--- config.mk ---
export PLATFORM = sky130hd
export DESIGN_NAME = result_pipeline_flat
export DESIGN_NICKNAME = d
export VERILOG_FILES = /design/src/rtl/result_pipeline_pkg.sv /design/src/rtl/result_pipeline_if.sv /design/src/rtl/result_pipeline_stage_reg.sv /design/src/rtl/result_pipeline.sv /design/src/flat_wrapper.sv
export SDC_FILE = /design/constraint.sdc
export NUM_CORES = 1
export LEC_CHECK = 0
export CORE_MARGIN = 1.5
export CORE_UTILIZATION = 42
export CTS_CLUSTER_SIZE = 8
export DETAILED_ROUTE_END_ITERATION = 10
export HOLD_SLACK_MARGIN = 0.15
export PLACE_DENSITY_LB_ADDON = 0.2
export SLEW_MARGIN = 20
export SYNTH_ARGS = -nofsm -noshare
export SYNTH_HDL_FRONTEND = slang
export SYNTH_SLANG_ARGS = --single-unit
--- constraint.sdc ---
create_clock -name clock -period 2.8 [get_ports clock]
set_input_delay 0.56 -clock clock [delete_from_list [all_inputs] [get_ports clock]]
set_output_delay 0.56 -clock clock [all_outputs]
set_load 0.005 [all_outputs]
--- src/rtl/result_pipeline_pkg.sv ---
// -----------------------------------------------------------------------------
// result_pipeline_pkg
// Shared widths and stage-metadata types for the result pipeline.
//   DATA_W       : result / register width
//   ADDR_W       : register address width (8 registers)
//   CNT_W        : width of the retired-instruction counter
//   NUM_STAGES   : p3 (EX), p4 (MEM), p5 (WB)
//   stage_meta_t : per-stage destination metadata
//   STAGE_BUBBLE : metadata of an empty slot (nothing valid, writes r0)
// -----------------------------------------------------------------------------
package result_pipeline_pkg;

   localparam int DATA_W     = 16;
   localparam int ADDR_W     = 3;
   localparam int CNT_W      = 16;
   localparam int NUM_STAGES = 3;

   // Stage indices inside the stage arrays of the top level.
   localparam int S_P3 = 0;
   localparam int S_P4 = 1;
   localparam int S_P5 = 2;

   typedef struct packed {
      logic              valid;
      logic              we;
      logic              is_load;
      logic [ADDR_W-1:0] dst;
   } stage_meta_t;

   localparam stage_meta_t STAGE_BUBBLE = stage_meta_t'('0);

   // A stage can hand its result to consumers only if it holds a real
   // instruction that actually writes a register.
   function automatic logic meta_writes(input stage_meta_t m);
      return m.valid & m.we;
   endfunction

endpackage

--- src/rtl/result_pipeline_if.sv ---
// -----------------------------------------------------------------------------
// result_pipeline_if
// Bundles every non-clock/reset signal of the result pipeline.
//   master : the pipeline itself (consumes control/decode/datapath inputs,
//            drives forwarding taps, hazard flag, register-file port, counter)
//   slave  : the surrounding core (decode latch, ALU, data memory, regfile)
// -----------------------------------------------------------------------------
interface result_pipeline_if;
   import result_pipeline_pkg::*;

   // Inputs to the pipeline
   logic              hold;
   logic              flush_p3;
   logic              valid_p2;
   logic              we_p2;
   logic              is_load_p2;
   logic [ADDR_W-1:0] dst_p2;
   logic [ADDR_W-1:0] rs_a_p2;
   logic [ADDR_W-1:0] rs_b_p2;
   logic [DATA_W-1:0] alu_result_p3;
   logic [DATA_W-1:0] mem_rdata_p4;

   // Outputs of the pipeline
   logic [ADDR_W-1:0] write_addr_p3;
   logic [ADDR_W-1:0] write_addr_p4;
   logic [ADDR_W-1:0] write_addr_p5;
   logic [DATA_W-1:0] data_p3;
   logic [DATA_W-1:0] data_p4;
   logic [DATA_W-1:0] data_p5;
   logic              write_p3;
   logic              write_p4;
   logic              write_p5;
   logic              load_use_hazard;
   logic              rf_we;
   logic [ADDR_W-1:0] rf_waddr;
   logic [DATA_W-1:0] rf_wdata;
   logic [CNT_W-1:0]  retired_count;

   modport master (
      input  hold, flush_p3, valid_p2, we_p2, is_load_p2,
             dst_p2, rs_a_p2, rs_b_p2, alu_result_p3, mem_rdata_p4,
      output write_addr_p3, write_addr_p4, write_addr_p5,
             data_p3, data_p4, data_p5,
             write_p3, write_p4, write_p5,
             load_use_hazard, rf_we, rf_waddr, rf_wdata, retired_count
   );

   modport slave (
      output hold, flush_p3, valid_p2, we_p2, is_load_p2,
             dst_p2, rs_a_p2, rs_b_p2, alu_result_p3, mem_rdata_p4,
      input  write_addr_p3, write_addr_p4, write_addr_p5,
             data_p3, data_p4, data_p5,
             write_p3, write_p4, write_p5,
             load_use_hazard, rf_we, rf_waddr, rf_wdata, retired_count
   );

endinterface

--- src/rtl/result_pipeline_stage_reg.sv ---
// -----------------------------------------------------------------------------
// result_pipeline_stage_reg
// One pipeline stage: destination metadata plus (optionally) a result register.
//   clock    : rising-edge clock
//   reset    : asynchronous, active-high; empties the stage
//   hold     : keep every register of the stage
//   bubble   : load an empty slot instead of meta_in (data is left alone)
//   meta_in  : metadata from the previous stage
//   data_in  : result captured together with meta_in (HAS_DATA only)
//   meta_out : registered metadata
//   data_out : registered result (zero when HAS_DATA = 0)
// -----------------------------------------------------------------------------
module result_pipeline_stage_reg
   import result_pipeline_pkg::*;
#(
   parameter bit HAS_DATA = 1'b1
) (
   input  logic              clock,
   input  logic              reset,
   input  logic              hold,
   input  logic              bubble,
   input  stage_meta_t       meta_in,
   input  logic [DATA_W-1:0] data_in,
   output stage_meta_t       meta_out,
   output logic [DATA_W-1:0] data_out
);

   stage_meta_t meta_reg;

   always_ff @(posedge clock or posedge reset) begin
      if (reset) begin
         meta_reg <= STAGE_BUBBLE;
      end else if (!hold) begin
         if (bubble) begin
            meta_reg <= STAGE_BUBBLE;
         end else begin
            meta_reg <= meta_in;
         end
      end
   end

   assign meta_out = meta_reg;

   generate
      if (HAS_DATA) begin : g_data
         logic [DATA_W-1:0] data_reg;

         // Data follows the slot even when the slot is empty; consumers
         // qualify it with the metadata.
         always_ff @(posedge clock or posedge reset) begin
            if (reset) begin
               data_reg <= '0;
            end else if (!hold && !bubble) begin
               data_reg <= data_in;
            end
         end

         assign data_out = data_reg;
      end else begin : g_no_data
         // The EX stage result is the live ALU output, so nothing is stored.
         logic unused_data;
         assign unused_data = ^data_in;
         assign data_out    = '0;
      end
   endgenerate

endmodule

--- src/rtl/result_pipeline.sv ---
// -----------------------------------------------------------------------------
// result_pipeline
// Producer side of operand forwarding. Carries destination metadata and
// results of in-flight instructions through p3 (EX), p4 (MEM) and p5 (WB),
// drives the per-stage forwarding taps, the register-file write port, the
// load-use hazard flag and a retired-instruction counter.
//   clock : rising-edge clock
//   reset : asynchronous, active-high; discards all in-flight instructions
//   bus   : result_pipeline_if.master (decode inputs, ALU/memory data in,
//           forwarding taps, hazard, register-file port, retired_count out)
// -----------------------------------------------------------------------------
module result_pipeline
   import result_pipeline_pkg::*;
(
   input logic               clock,
   input logic               reset,
   result_pipeline_if.master bus
);

   stage_meta_t             meta_d [NUM_STAGES];
   stage_meta_t             meta_q [NUM_STAGES];
   logic [DATA_W-1:0]       data_d [NUM_STAGES];
   logic [DATA_W-1:0]       data_q [NUM_STAGES];
   logic [NUM_STAGES-1:0]   bubble_vec;
   logic [DATA_W-1:0]       data_p4_tap;
   logic                    load_use_hazard;
   logic [CNT_W-1:0]        retired_count_reg;

   // -------------------------------------------------------------------------
   // Load-use hazard: the load in p3 has no data until p4, so a p2 consumer
   // of its destination must wait one cycle. Deliberately not gated by hold;
   // the stall logic upstream decides what to do with it.
   // -------------------------------------------------------------------------
   assign load_use_hazard = bus.valid_p2
                          & meta_q[S_P3].valid
                          & meta_q[S_P3].we
                          & meta_q[S_P3].is_load
                          & ((bus.rs_a_p2 == meta_q[S_P3].dst) |
                             (bus.rs_b_p2 == meta_q[S_P3].dst));

   // Only p3 ever takes a bubble; later stages always drain forward. Once the
   // bubble is in p3 the hazard clears, so a load costs exactly one cycle.
   assign bubble_vec[S_P3] = bus.flush_p3 | load_use_hazard | ~bus.valid_p2;
   assign bubble_vec[S_P4] = 1'b0;
   assign bubble_vec[S_P5] = 1'b0;

   // Stage inputs: p2 fields feed p3, each stage feeds the next.
   assign meta_d[S_P3] = {bus.valid_p2, bus.we_p2, bus.is_load_p2, bus.dst_p2};
   assign meta_d[S_P4] = meta_q[S_P3];
   assign meta_d[S_P5] = meta_q[S_P4];

   assign data_d[S_P3] = '0;
   assign data_d[S_P4] = bus.alu_result_p3;
   // A load's data arrives during p4, so p5 captures the merged p4 tap.
   assign data_d[S_P5] = data_p4_tap;

   genvar gi;
   generate
      for (gi = 0; gi < NUM_STAGES; gi++) begin : g_stage
         result_pipeline_stage_reg #(
            .HAS_DATA (gi != S_P3)
         ) u_stage (
            .clock    (clock),
            .reset    (reset),
            .hold     (bus.hold),
            .bubble   (bubble_vec[gi]),
            .meta_in  (meta_d[gi]),
            .data_in  (data_d[gi]),
            .meta_out (meta_q[gi]),
            .data_out (data_q[gi])
         );
      end
   endgenerate

   // -------------------------------------------------------------------------
   // Forwarding taps
   // -------------------------------------------------------------------------
   assign data_p4_tap = meta_q[S_P4].is_load ? bus.mem_rdata_p4 : data_q[S_P4];

   // A load in p3 cannot forward: its value does not exist yet.
   assign bus.write_p3      = meta_writes(meta_q[S_P3]) & ~meta_q[S_P3].is_load;
   assign bus.write_addr_p3 = meta_q[S_P3].dst;
   assign bus.data_p3       = bus.alu_result_p3;

   assign bus.write_p4      = meta_writes(meta_q[S_P4]);
   assign bus.write_addr_p4 = meta_q[S_P4].dst;
   assign bus.data_p4       = data_p4_tap;

   assign bus.write_p5      = meta_writes(meta_q[S_P5]);
   assign bus.write_addr_p5 = meta_q[S_P5].dst;
   assign bus.data_p5       = data_q[S_P5];

   assign bus.load_use_hazard = load_use_hazard;

   // Register-file port mirrors the WB tap; a repeated write while held
   // rewrites the same value and is harmless.
   assign bus.rf_we    = meta_writes(meta_q[S_P5]);
   assign bus.rf_waddr = meta_q[S_P5].dst;
   assign bus.rf_wdata = data_q[S_P5];

   // -------------------------------------------------------------------------
   // Retire counter: counts every real instruction leaving p5, including
   // ones that do not write a register. Wraps naturally.
   // -------------------------------------------------------------------------
   always_ff @(posedge clock or posedge reset) begin
      if (reset) begin
         retired_count_reg <= '0;
      end else if (!bus.hold && meta_q[S_P5].valid) begin
         retired_count_reg <= retired_count_reg + CNT_W'(1);
      end
   end

   assign bus.retired_count = retired_count_reg;

endmodule

--- src/flat_wrapper.sv ---
// flat-port wrapper written by rule: the top's interface ports become plain ports
module result_pipeline_flat import result_pipeline_pkg::*;
  (clock, reset, bus_hold, bus_flush_p3, bus_valid_p2, bus_we_p2, bus_is_load_p2, bus_dst_p2, bus_rs_a_p2, bus_rs_b_p2, bus_alu_result_p3, bus_mem_rdata_p4, bus_write_addr_p3, bus_write_addr_p4, bus_write_addr_p5, bus_data_p3, bus_data_p4, bus_data_p5, bus_write_p3, bus_write_p4, bus_write_p5, bus_load_use_hazard, bus_rf_we, bus_rf_waddr, bus_rf_wdata, bus_retired_count);
  result_pipeline_if bus_i ();
  input logic clock;
  input logic reset;
  input wire logic [$bits(bus_i.hold)-1:0] bus_hold;
  input wire logic [$bits(bus_i.flush_p3)-1:0] bus_flush_p3;
  input wire logic [$bits(bus_i.valid_p2)-1:0] bus_valid_p2;
  input wire logic [$bits(bus_i.we_p2)-1:0] bus_we_p2;
  input wire logic [$bits(bus_i.is_load_p2)-1:0] bus_is_load_p2;
  input wire logic [$bits(bus_i.dst_p2)-1:0] bus_dst_p2;
  input wire logic [$bits(bus_i.rs_a_p2)-1:0] bus_rs_a_p2;
  input wire logic [$bits(bus_i.rs_b_p2)-1:0] bus_rs_b_p2;
  input wire logic [$bits(bus_i.alu_result_p3)-1:0] bus_alu_result_p3;
  input wire logic [$bits(bus_i.mem_rdata_p4)-1:0] bus_mem_rdata_p4;
  output wire logic [$bits(bus_i.write_addr_p3)-1:0] bus_write_addr_p3;
  output wire logic [$bits(bus_i.write_addr_p4)-1:0] bus_write_addr_p4;
  output wire logic [$bits(bus_i.write_addr_p5)-1:0] bus_write_addr_p5;
  output wire logic [$bits(bus_i.data_p3)-1:0] bus_data_p3;
  output wire logic [$bits(bus_i.data_p4)-1:0] bus_data_p4;
  output wire logic [$bits(bus_i.data_p5)-1:0] bus_data_p5;
  output wire logic [$bits(bus_i.write_p3)-1:0] bus_write_p3;
  output wire logic [$bits(bus_i.write_p4)-1:0] bus_write_p4;
  output wire logic [$bits(bus_i.write_p5)-1:0] bus_write_p5;
  output wire logic [$bits(bus_i.load_use_hazard)-1:0] bus_load_use_hazard;
  output wire logic [$bits(bus_i.rf_we)-1:0] bus_rf_we;
  output wire logic [$bits(bus_i.rf_waddr)-1:0] bus_rf_waddr;
  output wire logic [$bits(bus_i.rf_wdata)-1:0] bus_rf_wdata;
  output wire logic [$bits(bus_i.retired_count)-1:0] bus_retired_count;
  assign bus_i.hold = bus_hold;
  assign bus_i.flush_p3 = bus_flush_p3;
  assign bus_i.valid_p2 = bus_valid_p2;
  assign bus_i.we_p2 = bus_we_p2;
  assign bus_i.is_load_p2 = bus_is_load_p2;
  assign bus_i.dst_p2 = bus_dst_p2;
  assign bus_i.rs_a_p2 = bus_rs_a_p2;
  assign bus_i.rs_b_p2 = bus_rs_b_p2;
  assign bus_i.alu_result_p3 = bus_alu_result_p3;
  assign bus_i.mem_rdata_p4 = bus_mem_rdata_p4;
  assign bus_write_addr_p3 = bus_i.write_addr_p3;
  assign bus_write_addr_p4 = bus_i.write_addr_p4;
  assign bus_write_addr_p5 = bus_i.write_addr_p5;
  assign bus_data_p3 = bus_i.data_p3;
  assign bus_data_p4 = bus_i.data_p4;
  assign bus_data_p5 = bus_i.data_p5;
  assign bus_write_p3 = bus_i.write_p3;
  assign bus_write_p4 = bus_i.write_p4;
  assign bus_write_p5 = bus_i.write_p5;
  assign bus_load_use_hazard = bus_i.load_use_hazard;
  assign bus_rf_we = bus_i.rf_we;
  assign bus_rf_waddr = bus_i.rf_waddr;
  assign bus_rf_wdata = bus_i.rf_wdata;
  assign bus_retired_count = bus_i.retired_count;
  result_pipeline u_core (.clock(clock), .reset(reset), .bus(bus_i));
endmodule
==> results of run 1 <==
## cell usage in the layout (no fill, tap or decap)
cell	netlist	routed
nor2_1	4	4
nor3b_1	1	1
ha_1	1	1
clkinv_2	0	3
buf_2	8	1
clkinv_4	0	1
buf_12	0	1
nand4b_4	1	1
nand2_1	5	5
clkinvlp_4	0	1
and4_1	1	1
inv_2	0	1
dfrtp_1	65	65
clkdlybuf4s50_1	0	143
nand3b_4	1	1
a21o_1	1	1
xor2_1	4	4
xnor2_1	17	17
inv_6	0	1
nor2b_1	1	1
nor4_4	2	2
or2_1	1	1
buf_4	61	2
mux2_2	60	60
a22o_1	5	5
bufinv_16	0	1
clkbuf_8	0	9
and2_1	2	2
nand3_1	5	5
inv_1	2	1
nand4_2	1	1
nand4_1	5	5
and3_1	2	2
## power groups by stage
stage | Clock (mW) | Combinational, mW | Sequential (mW)
floorplan | 0 | 0.386 | 1.15
global placement | 0 | 0.662 | 1.18
detailed placement | 0 | 0.671 | 1.18
CTS | 0.821 | 0.675 | 1.16
global route | 0.849 | 0.713 | 1.18
finish | 0.787 | 0.662 | 1.16
## cell families after synthesis
group | count (synthesis) | share of synthesized area [%]
buffers and inverters | 72 | 15.4
DFF | 65 | 49.3
muxes | 60 | 20.5
and+or+nand+nor | 32 | 7.35
xor gates and xnor gates | 21 | 5.57
AOI/OAI and AO/OA | 6 | 1.55
adders and majority gates | 1 | 0.379
## Yosys cell counts
library cell and n:
a21o_1 1, a22o_1 5, and2_1 2, and3_1 2
and4_1 1, buf_2 8, buf_4 61, clkbuf_1 1
dfrtp_1 65, ha_1 1, inv_1 2, mux2_2 60
nand2_1 5, nand3_1 5, nand3b_4 1, nand4_1 5
nand4_2 1, nand4b_4 1, nor2_1 4, nor2b_1 1
nor3b_1 1, nor4_4 2, or2_1 1, xnor2_1 17
xor2_1 4
## final cells by class
class	count	area, um^2	area share, %
multi-input cells	120	1170	25.4
repair buffers	147	1470	32.0
flip-flops and latches	65	1630	35.4
inverters	2	7.51	0.163
clock inverters	7	70.1	1.53
well taps	102	128	2.78
clock buffers	9	124	2.70
## worst max path at each step
| stage | to |
|---|---|
| after global routing | bus_data_p4[12] |
| after global placement | bus_load_use_hazard |
| after floorplan | u_core.bus.retired_count[0] |
| after detailed placement | bus_load_use_hazard |
| after CTS | bus_data_p4[13] |
| final | bus_data_p4[13] |
## through the flow
step                instance area, um^2  total power, mW  std cells  hold WS (ns)
detailed placement                 4400             1.85        436         0.484
CTS                                4590             2.66        452         0.493
finish                             4590             2.61        452         0.489
global placement                   4400             1.84        436         0.466
floorplan                          3300             1.54        257         0.468
global route                       4590             2.74        452         0.505
## layer usage
layer	part of all wire, %	wire [um]	up-vias
li1	-	-	997
met1	42	2830	1039
met2	47	3200	98
met3	8.8	596	10
met4	2.0	135	0
met5	0	0	-
## worst reg2reg max path, delay by kind of cell, from the launching register on
family                   cells  cell delay, ns
AND/OR/NAND/NOR              3            0.61
flip-flops                   1            0.47
adder cells (fa/ha/maj)      1            0.25
XOR/XNOR                     1            0.15
==> results.py, run 1 <==
metrics = {
    "run_status": {
        "outcome": "completed",
    },
    "clocking": {
        "cts-root-buf": "clkbuf_8",
        "cts-buffers-inserted": 9,
        "cts_tree": "yes",
        "post_cts_buffers": 0,
        "h-tree-depth": 3,
        "cts_resized": 0,
        "clockBufferDepth": 2,
        "insertion_delay_ns": 0.34,
        "cts.clk_slew.worst_paths_ns": 0.08,
        "clock-sinks": 65,
        "cts_hold_buf": 0,
    },
    "min_path": {
        "worstHoldPathType": "reg -> reg",
        "min_from": "u_core.bus.retired_count[15]",
        "whs_path_depth": 1,
        "min_to": "u_core.bus.retired_count[15]",
    },
    "logic_synthesis": {
        "syn-num-nets": 306,
        "synthTopCellsByArea": "dfrtp_1 (49%), mux2_2 (20%), buf_4 (14%)",
        "synth_area_um2": 3300,
        "synth-seq-cells": 65,
        "yosysWarnings": 0,
        "ys_types": 25,
        "synth_top_area_share_pct": 49.3,
        "yosys.area.top_type": "dfrtp_1",
        "syn-instance-count": 257,
        "synth.avg_cell_area_um2": 12.8,
        "yosysSeqAreaShare_pct": 49.3,
    },
    "setup_path": {
        "r2r_slack_ns": 1.21,
        "required_ns": 2.24,
        "crit_fanout": 12,
        "worstSetupStartpoint": "u_core.g_stage[1].u_stage.meta_out[3]",
        "r2r_end": "u_core.bus.retired_count[14]",
        "cp-end-kind": "output port",
        "crit_buf_inv": 2,
        "crit_family": "buffers and inverters",
        "path_depth": 3,
        "cp_slowest_cell": "dfrtp_1",
        "worst_setup_path_start_kind": "register",
        "crit_chain": "buf_4 -> mux2_2 -> clkdlybuf4s50_1",
        "cp_slowest_stage_delay_ns": 0.53,
        "reg2reg_depth": 5,
        "path_class": "reg -> out",
        "critical_path_arrival_ns": 2.01,
        "r2r-start": "u_core.bus.retired_count[0]",
    },
    "pwr": {
        "power.density_nw_per_um2": 568,
        "p_sw_mw": 0.678,
        "seqPwrFrac_pct": 44.4,
        "peakVddDrop_mv": 0.376,
        "p_int_mw": 1.93,
        "p_leak_nw": 1.96,
        "p_clk_share_pct": 30.2,
        "swShare_pct": 26.0,
        "p_comb_share_pct": 25.4,
    },
    "cells_and_area": {
        "area_growth_pct": 39.1,
        "drive_above_1_share_pct": 24.6,
        "fin_nets": 394,
        "num-fill-cells": 647,
        "antenna_cells": 0,
        "largest_register_ffs": 32,
        "utilization_pct": 59.7,
    },
    "drt": {
        "firstDrtPassIters": 4,
        "antenna_left": 0,
        "routed_via_density": 4.74,
        "drt_iter0_markers": 41,
        "avgRoutedWirePerCell_um": 15.0,
        "vias": 2144,
        "drt_wl_total_um": 6760,
        "drc_errors": 0,
    },
    "grt": {
        "grt_max_degree": 51,
        "grt_util_met2_pct": 27.1,
        "grt.total_usage_pct": 17.1,
        "antenna_found_initial": 0,
        "busiest_layer": "met2",
        "grt_pass1_wl_um": 11000,
        "grtUsageMet3_pct": 5.47,
        "grt_pass1_vias": 2200,
        "use_met1_pct": 20.9,
        "overflow": 0,
    },
    "timing": {
        "hold_violations": 0,
        "tightest_slew_ns": 0.586,
        "grt_setup_unrepaired": "no",
        "fmax_mhz": 389,
        "setup_slack_ns": 0.227,
        "fin_skew_ns": 0.00932,
        "drv_slew": 0,
        "tns_ns": 0,
        "fin_crit_ns": 2.57,
        "finalCritPeriodShare_pct": 91.9,
        "slew_headroom_pct": 60.9,
        "setup_violations": 0,
    },
    "floorplanning": {
        "initial_utilization_pct": 43.0,
        "die_h_um": 91.7,
        "rows": 32,
        "die_w_um": 91.7,
        "fp.coreArea_um2": 7690,
        "die_area_um2": 8400,
        "pin_count": 145,
    },
    "placement": {
        "pre_cts_slack_ns": 0.315,
        "port-buffer-count": 144,
        "gp_congestion": 0.743,
        "hpwl_um": 4870,
    },
    "job": {
        "cap_violations": 0,
    },
}
Note: power is estimated with default switching activity, not from simulation.
==> run 2, diff against run 1 <==
--- a/config.mk
+++ b/config.mk
@@ -5,8 +5,9 @@
 export SDC_FILE = /design/constraint.sdc
 export NUM_CORES = 1
 export LEC_CHECK = 0
+export CORE_ASPECT_RATIO = 1.1
 export CORE_MARGIN = 1.5
-export CORE_UTILIZATION = 42
+export CORE_UTILIZATION = 38
 export CTS_CLUSTER_SIZE = 8
 export DETAILED_ROUTE_END_ITERATION = 10
 export HOLD_SLACK_MARGIN = 0.15
==> constraint.sdc (replaced) <==
create_clock -name clock -period 2.36 [get_ports clock]
set_input_delay 0.472 -clock clock [delete_from_list [all_inputs] [get_ports clock]]
set_output_delay 0.472 -clock clock [all_outputs]
set_load 0.005 [all_outputs]
==> results.py, run 2 (synthesis gave the netlist of run 1 again) <==
metrics = {
    "floorplanning": {
        "die_h_um": 101,
        "rows": 35,
        "pin_count": 145,
        "initial_utilization_pct": 39.3,
        "die_w_um": 91.9,
        "fp.coreArea_um2": 8410,
        "die_area_um2": 9260,
    },
    "pwr": {
        "total_power_mw": 3.11,
        "peakVddDrop_mv": 0.314,
        "power.density_nw_per_um2": 673,
        "p_leak_nw": 1.99,
    },
    "clocking": {
        "cts_hold_buf": 0,
        "insertion_delay_ns": 0.33,
        "cts.clk_slew.worst_paths_ns": 0.07,
        "clockBufferDepth": 2,
        "post_cts_buffers": 0,
        "cts-buffers-inserted": 9,
        "cts-root-buf": "clkbuf_8",
        "h-tree-depth": 3,
        "clock-sinks": 65,
        "cts_tree": "yes",
    },
    "timing": {
        "drv_slew": 0,
        "fmax_mhz": 452,
        "whs_ns": 0.477,
        "finalCritPeriodShare_pct": 93.7,
        "tns_ns": 0,
        "setup_violations": 0,
        "fin_skew_ns": 0.0101,
        "slew_headroom_pct": 70.8,
        "grt_setup_unrepaired": "no",
        "fin_crit_ns": 2.21,
        "hold_violations": 0,
        "tightest_slew_ns": 0.438,
    },
    "drt": {
        "firstDrtPassIters": 4,
        "drc_errors": 0,
        "antenna_left": 0,
        "routed_via_density": 4.58,
        "drt_wl_total_um": 6700,
        "drt_iter0_markers": 27,
        "avgRoutedWirePerCell_um": 14.5,
        "vias": 2114,
    },
    "setup_path": {
        "reg2reg_depth": 5,
        "path_class": "reg -> out",
        "r2r_end": "u_core.bus.retired_count[12]",
        "r2r_slack_ns": 0.81,
        "crit_fanout": 11,
        "worst_setup_path_start_kind": "register",
        "cp-end-kind": "output port",
        "r2r-start": "u_core.bus.retired_count[0]",
        "required_ns": 1.89,
        "critical_path_arrival_ns": 1.74,
        "worstSetupStartpoint": "u_core.g_stage[1].u_stage.meta_out[3]",
    },
    "cells_and_area": {
        "final_common_cell": "clkdlybuf4s50_1",
        "layout_common_cells": "clkdlybuf4s50_1 (142), dfrtp_1 (65), mux2_2 (60)",
        "layout.cells.non_filler": 462,
        "fin_nets": 396,
        "area_growth_pct": 40.0,
        "drive_above_1_share_pct": 24.5,
        "antenna_cells": 0,
        "largest_register_ffs": 32,
    },
    "placement": {
        "placed_cells": 447,
        "gp_congestion": 0.711,
        "hpwl_um": 4890,
        "port-buffer-count": 144,
    },
    "grt": {
        "grt_pass1_wl_um": 10900,
        "grt_max_degree": 66,
        "grt.total_usage_pct": 15.1,
        "antenna_found_initial": 0,
        "overflow": 0,
        "busiest_layer": "met2",
        "grt_pass1_vias": 2258,
        "grt_util_met2_pct": 25.5,
        "use_met1_pct": 18.2,
        "grtUsageMet3_pct": 4.15,
    },
    "min_path": {
        "worstHoldPathType": "reg -> reg",
        "min_from": "u_core.bus.retired_count[15]",
        "whs_path_depth": 1,
        "min_to": "u_core.bus.retired_count[15]",
    },
    "run_status": {
        "outcome": "completed",
    },
    "job": {
        "cap_violations": 0,
    },
}
-- run 2: changes by cell type in the layout (fill, tap and decap cells not counted) --
cell,previous run,this run
clkbuf_1,0,1
clkinv_2,3,2
dlymetal6s2s_1,0,1
inv_6,1,0
clkdlybuf4s50_1,143,142
clkinv_4,1,0
clkinvlp_4,1,0
clkbuf_8,9,11
buf_4,2,4
-- run 2: cell type report --
class	instances	area, um^2
Sequential cell	65	1630
Fill cell	748	3780
Clock inverter	3	40.0
Multi-Input combinational cell	120	1170
Inverter	2	7.51
Timing Repair Buffer	149	1490
Tap cell	111	139
Clock buffer	12	155
-- run 2: how the worst max path moves through the flow --
stage | endpoint | slack, ns | cells after the start
after CTS | bus_load_use_hazard | 0.03 | 5
after floorplan | u_core.bus.retired_count[0] | 0.26 | 1
after global routing | bus_data_p4[13] | 0.06 | 3
after global placement | bus_load_use_hazard | 0.05 | 5
after detailed placement | bus_load_use_hazard | 0.03 | 5
final | bus_data_p4[13] | 0.15 | 3
-- run 2: stage by stage --
| step | utilization, % | cell area, um^2 | setup WS (ns) |
|---|---|---|---|
| global placement | 52.6 | 4430 | 0.0521 |
| floorplan | - | 3300 | 0.262 |
| finish | 55.0 | 4620 | 0.149 |
| detailed placement | 52.6 | 4430 | 0.0345 |
| global route | 55.0 | 4620 | 0.0593 |
| CTS | 55.0 | 4620 | 0.0267 |
-- run 2: what timing repair did --
item,in CTS,in global routing
resized for setup,0,1
endpoints found under the setup margin,0,1
hold endpoints to repair,0,0
-- run 2: layer usage --
metal  vias up  part of all wire, %  wire [um]
met2        91                   49       3270
met1      1024                   43       2860
met3         6                  7.7        516
met4         0                 0.88         59
met5         -                    0          0
li1        993                    -          -
-- run 2: power by group --
| group | internal [mW] | total, mW | switching, mW |
|---|---|---|---|
| Combinational | 0.559 | 0.793 | 0.233 |
| Sequential | 1.25 | 1.38 | 0.128 |
| Clock | 0.537 | 0.945 | 0.408 |
-- run 2: worst max-delay path: stages (launching register included) --
cell	delay, ns
dfrtp_1	0.36
buf_4	0.22
mux2_2	0.37
clkdlybuf4s50_1	0.46
==> run 3, diff against run 2 <==
--- a/config.mk
+++ b/config.mk
@@ -10,6 +10,7 @@
 export CORE_UTILIZATION = 38
 export CTS_CLUSTER_SIZE = 8
 export DETAILED_ROUTE_END_ITERATION = 10
+export GPL_TIMING_DRIVEN = 0
 export HOLD_SLACK_MARGIN = 0.15
 export PLACE_DENSITY_LB_ADDON = 0.2
 export SLEW_MARGIN = 20
==> results.py, run 3 (synthesis gave the netlist of run 1 again) <==
metrics = {
    "timing": {
        "hold_violations": 0,
        "whs_ns": 0.468,
        "finalCritPeriodShare_pct": 96.2,
        "fmax_mhz": 440,
        "grt_setup_unrepaired": "no",
        "fin_crit_ns": 2.27,
        "slew_headroom_pct": 68.3,
        "fin_skew_ns": 0.00993,
        "drv_slew": 0,
        "setup_violations": 0,
        "tightest_slew_ns": 0.476,
    },
    "grt": {
        "antenna_found_initial": 0,
        "grt_pass1_wl_um": 11900,
        "overflow": 0,
        "grt_max_degree": 38,
        "grt.total_usage_pct": 16.3,
        "grt_pass1_vias": 2480,
    },
    "cells_and_area": {
        "antenna_cells": 0,
        "drive_above_1_share_pct": 35.8,
        "final_common_cell": "clkdlybuf4s50_1",
        "area_growth_pct": 54.1,
        "utilization_pct": 60.5,
        "largest_register_ffs": 32,
        "layout_common_cells": "clkdlybuf4s50_1 (142), dfrtp_1 (65), buf_4 (61)",
        "num-fill-cells": 709,
        "fin_nets": 461,
    },
    "pwr": {
        "swShare_pct": 24.7,
        "p_clk_share_pct": 27.0,
        "seqPwrFrac_pct": 42.7,
        "peakVddDrop_mv": 0.328,
        "p_comb_share_pct": 30.3,
        "p_int_mw": 2.44,
        "p_leak_nw": 2.30,
        "power.density_nw_per_um2": 635,
        "p_sw_mw": 0.798,
        "total_power_mw": 3.23,
    },
    "clocking": {
        "cts-buffers-inserted": 9,
        "cts.clk_slew.worst_paths_ns": 0.07,
        "cts-root-buf": "clkbuf_8",
        "cts_hold_buf": 0,
        "h-tree-depth": 3,
        "post_cts_buffers": 0,
        "insertion_delay_ns": 0.33,
        "clock-sinks": 65,
        "cts_tree": "yes",
        "clockBufferDepth": 2,
    },
    "floorplanning": {
        "die_h_um": 101,
        "pin_count": 145,
        "die_area_um2": 9260,
        "fp.coreArea_um2": 8410,
        "die_w_um": 91.9,
        "initial_utilization_pct": 39.3,
        "rows": 35,
    },
    "placement": {
        "gp_congestion": 0.719,
        "hpwl_um": 5420,
        "port-buffer-count": 143,
    },
    "min_path": {
        "min_to": "u_core.bus.retired_count[15]",
        "whs_path_depth": 1,
        "min_from": "u_core.bus.retired_count[15]",
        "worstHoldPathType": "reg -> reg",
    },
    "drt": {
        "vias": 2354,
        "antenna_left": 0,
        "drc_errors": 0,
        "firstDrtPassIters": 4,
        "routed_via_density": 4.47,
        "drt_iter0_markers": 67,
        "drt_wl_total_um": 7170,
        "avgRoutedWirePerCell_um": 13.6,
    },
    "setup_path": {
        "r2r-start": "u_core.bus.retired_count[0]",
        "critical_path_arrival_ns": 1.80,
        "r2r_end": "u_core.bus.retired_count[12]",
        "cp-end-kind": "output port",
        "path_class": "reg -> out",
        "r2r_slack_ns": 0.81,
        "worstSetupStartpoint": "u_core.g_stage[1].u_stage.meta_out[3]",
        "required_ns": 1.89,
        "worst_setup_path_start_kind": "register",
        "reg2reg_depth": 5,
        "crit_fanout": 10,
    },
    "job": {
        "cap_violations": 0,
    },
    "run_status": {
        "outcome": "completed",
    },
}
-- run 3: cell count changes in the layout (fill, tap and decap cells not counted), sizes merged --
| cell | change |
|---|---|
| buf | +64 |
| clkinv | +1 |
-- run 3: cell type report --
class	instances	area (um^2)	share of cell area (%)
Tap cell	111	139	2.73
Sequential cell	65	1630	32.0
Inverter	2	10.0	0.197
Clock buffer	11	131	2.58
Buffer	70	518	10.2
Multi-Input combinational cell	120	1170	22.9
Clock inverter	4	45.0	0.885
Timing Repair Buffer	144	1450	28.6
-- run 3: timing repair --
item                                    4_1_cts  5_1_grt
pin swaps                                     0        0
gates resized for setup                       3        3
endpoints found under the setup margin        9        9
-- run 3: layer usage --
layer	global-route usage, %	vias up	routed length, um
met1	19.8	1126	3010
met2	27.0	90	3500
met3	4.83	11	543
met5	0	-	0
li1	-	1127	-
met4	7.22	0	110
-- run 3: power by group through the flow --
stage                     clock network (mW)  registers [mW]  logic, mW
after detailed placement                   0            1.40      0.988
after CTS                              0.916            1.38      0.995
after global placement                     0            1.39      0.969
after global routing                   0.960            1.40       1.06
after floorplan                            0            1.37      0.458
final                                  0.874            1.38      0.980
-- run 3: critical path, cell delays in order (launching register included) --
cell	delay, ns
dfrtp_1	0.34
buf_6	0.15
buf_8	0.16
mux2_2	0.35
clkdlybuf4s50_1	0.47
-- run 3: worst max path at each step --
stage	end	slack, ns	cells after the start
4_1_cts	bus_data_p4[13]	0.004	4
6_report	bus_data_p4[13]	0.09	4
5_1_grt	bus_data_p4[12]	0.02	4
3_3_place_gp	u_core.g_stage[2].u_stage.data_out[8]	-0.98	2
2_1_floorplan	u_core.bus.retired_count[0]	0.26	1
3_5_place_dp	bus_load_use_hazard	0.04	5
-- run 3: metrics by stage --
step,area (um^2),std cells,TNS [ns],worst slack [ns]
2_1_floorplan,3300,257,0,0.262
3_3_place_gp,4870,511,-63.27,-0.977
3_5_place_dp,4890,512,0,0.0406
4_1_cts,5080,527,0,0.00397
5_1_grt,5090,527,0,0.0207
6_report,5090,527,0,0.0891
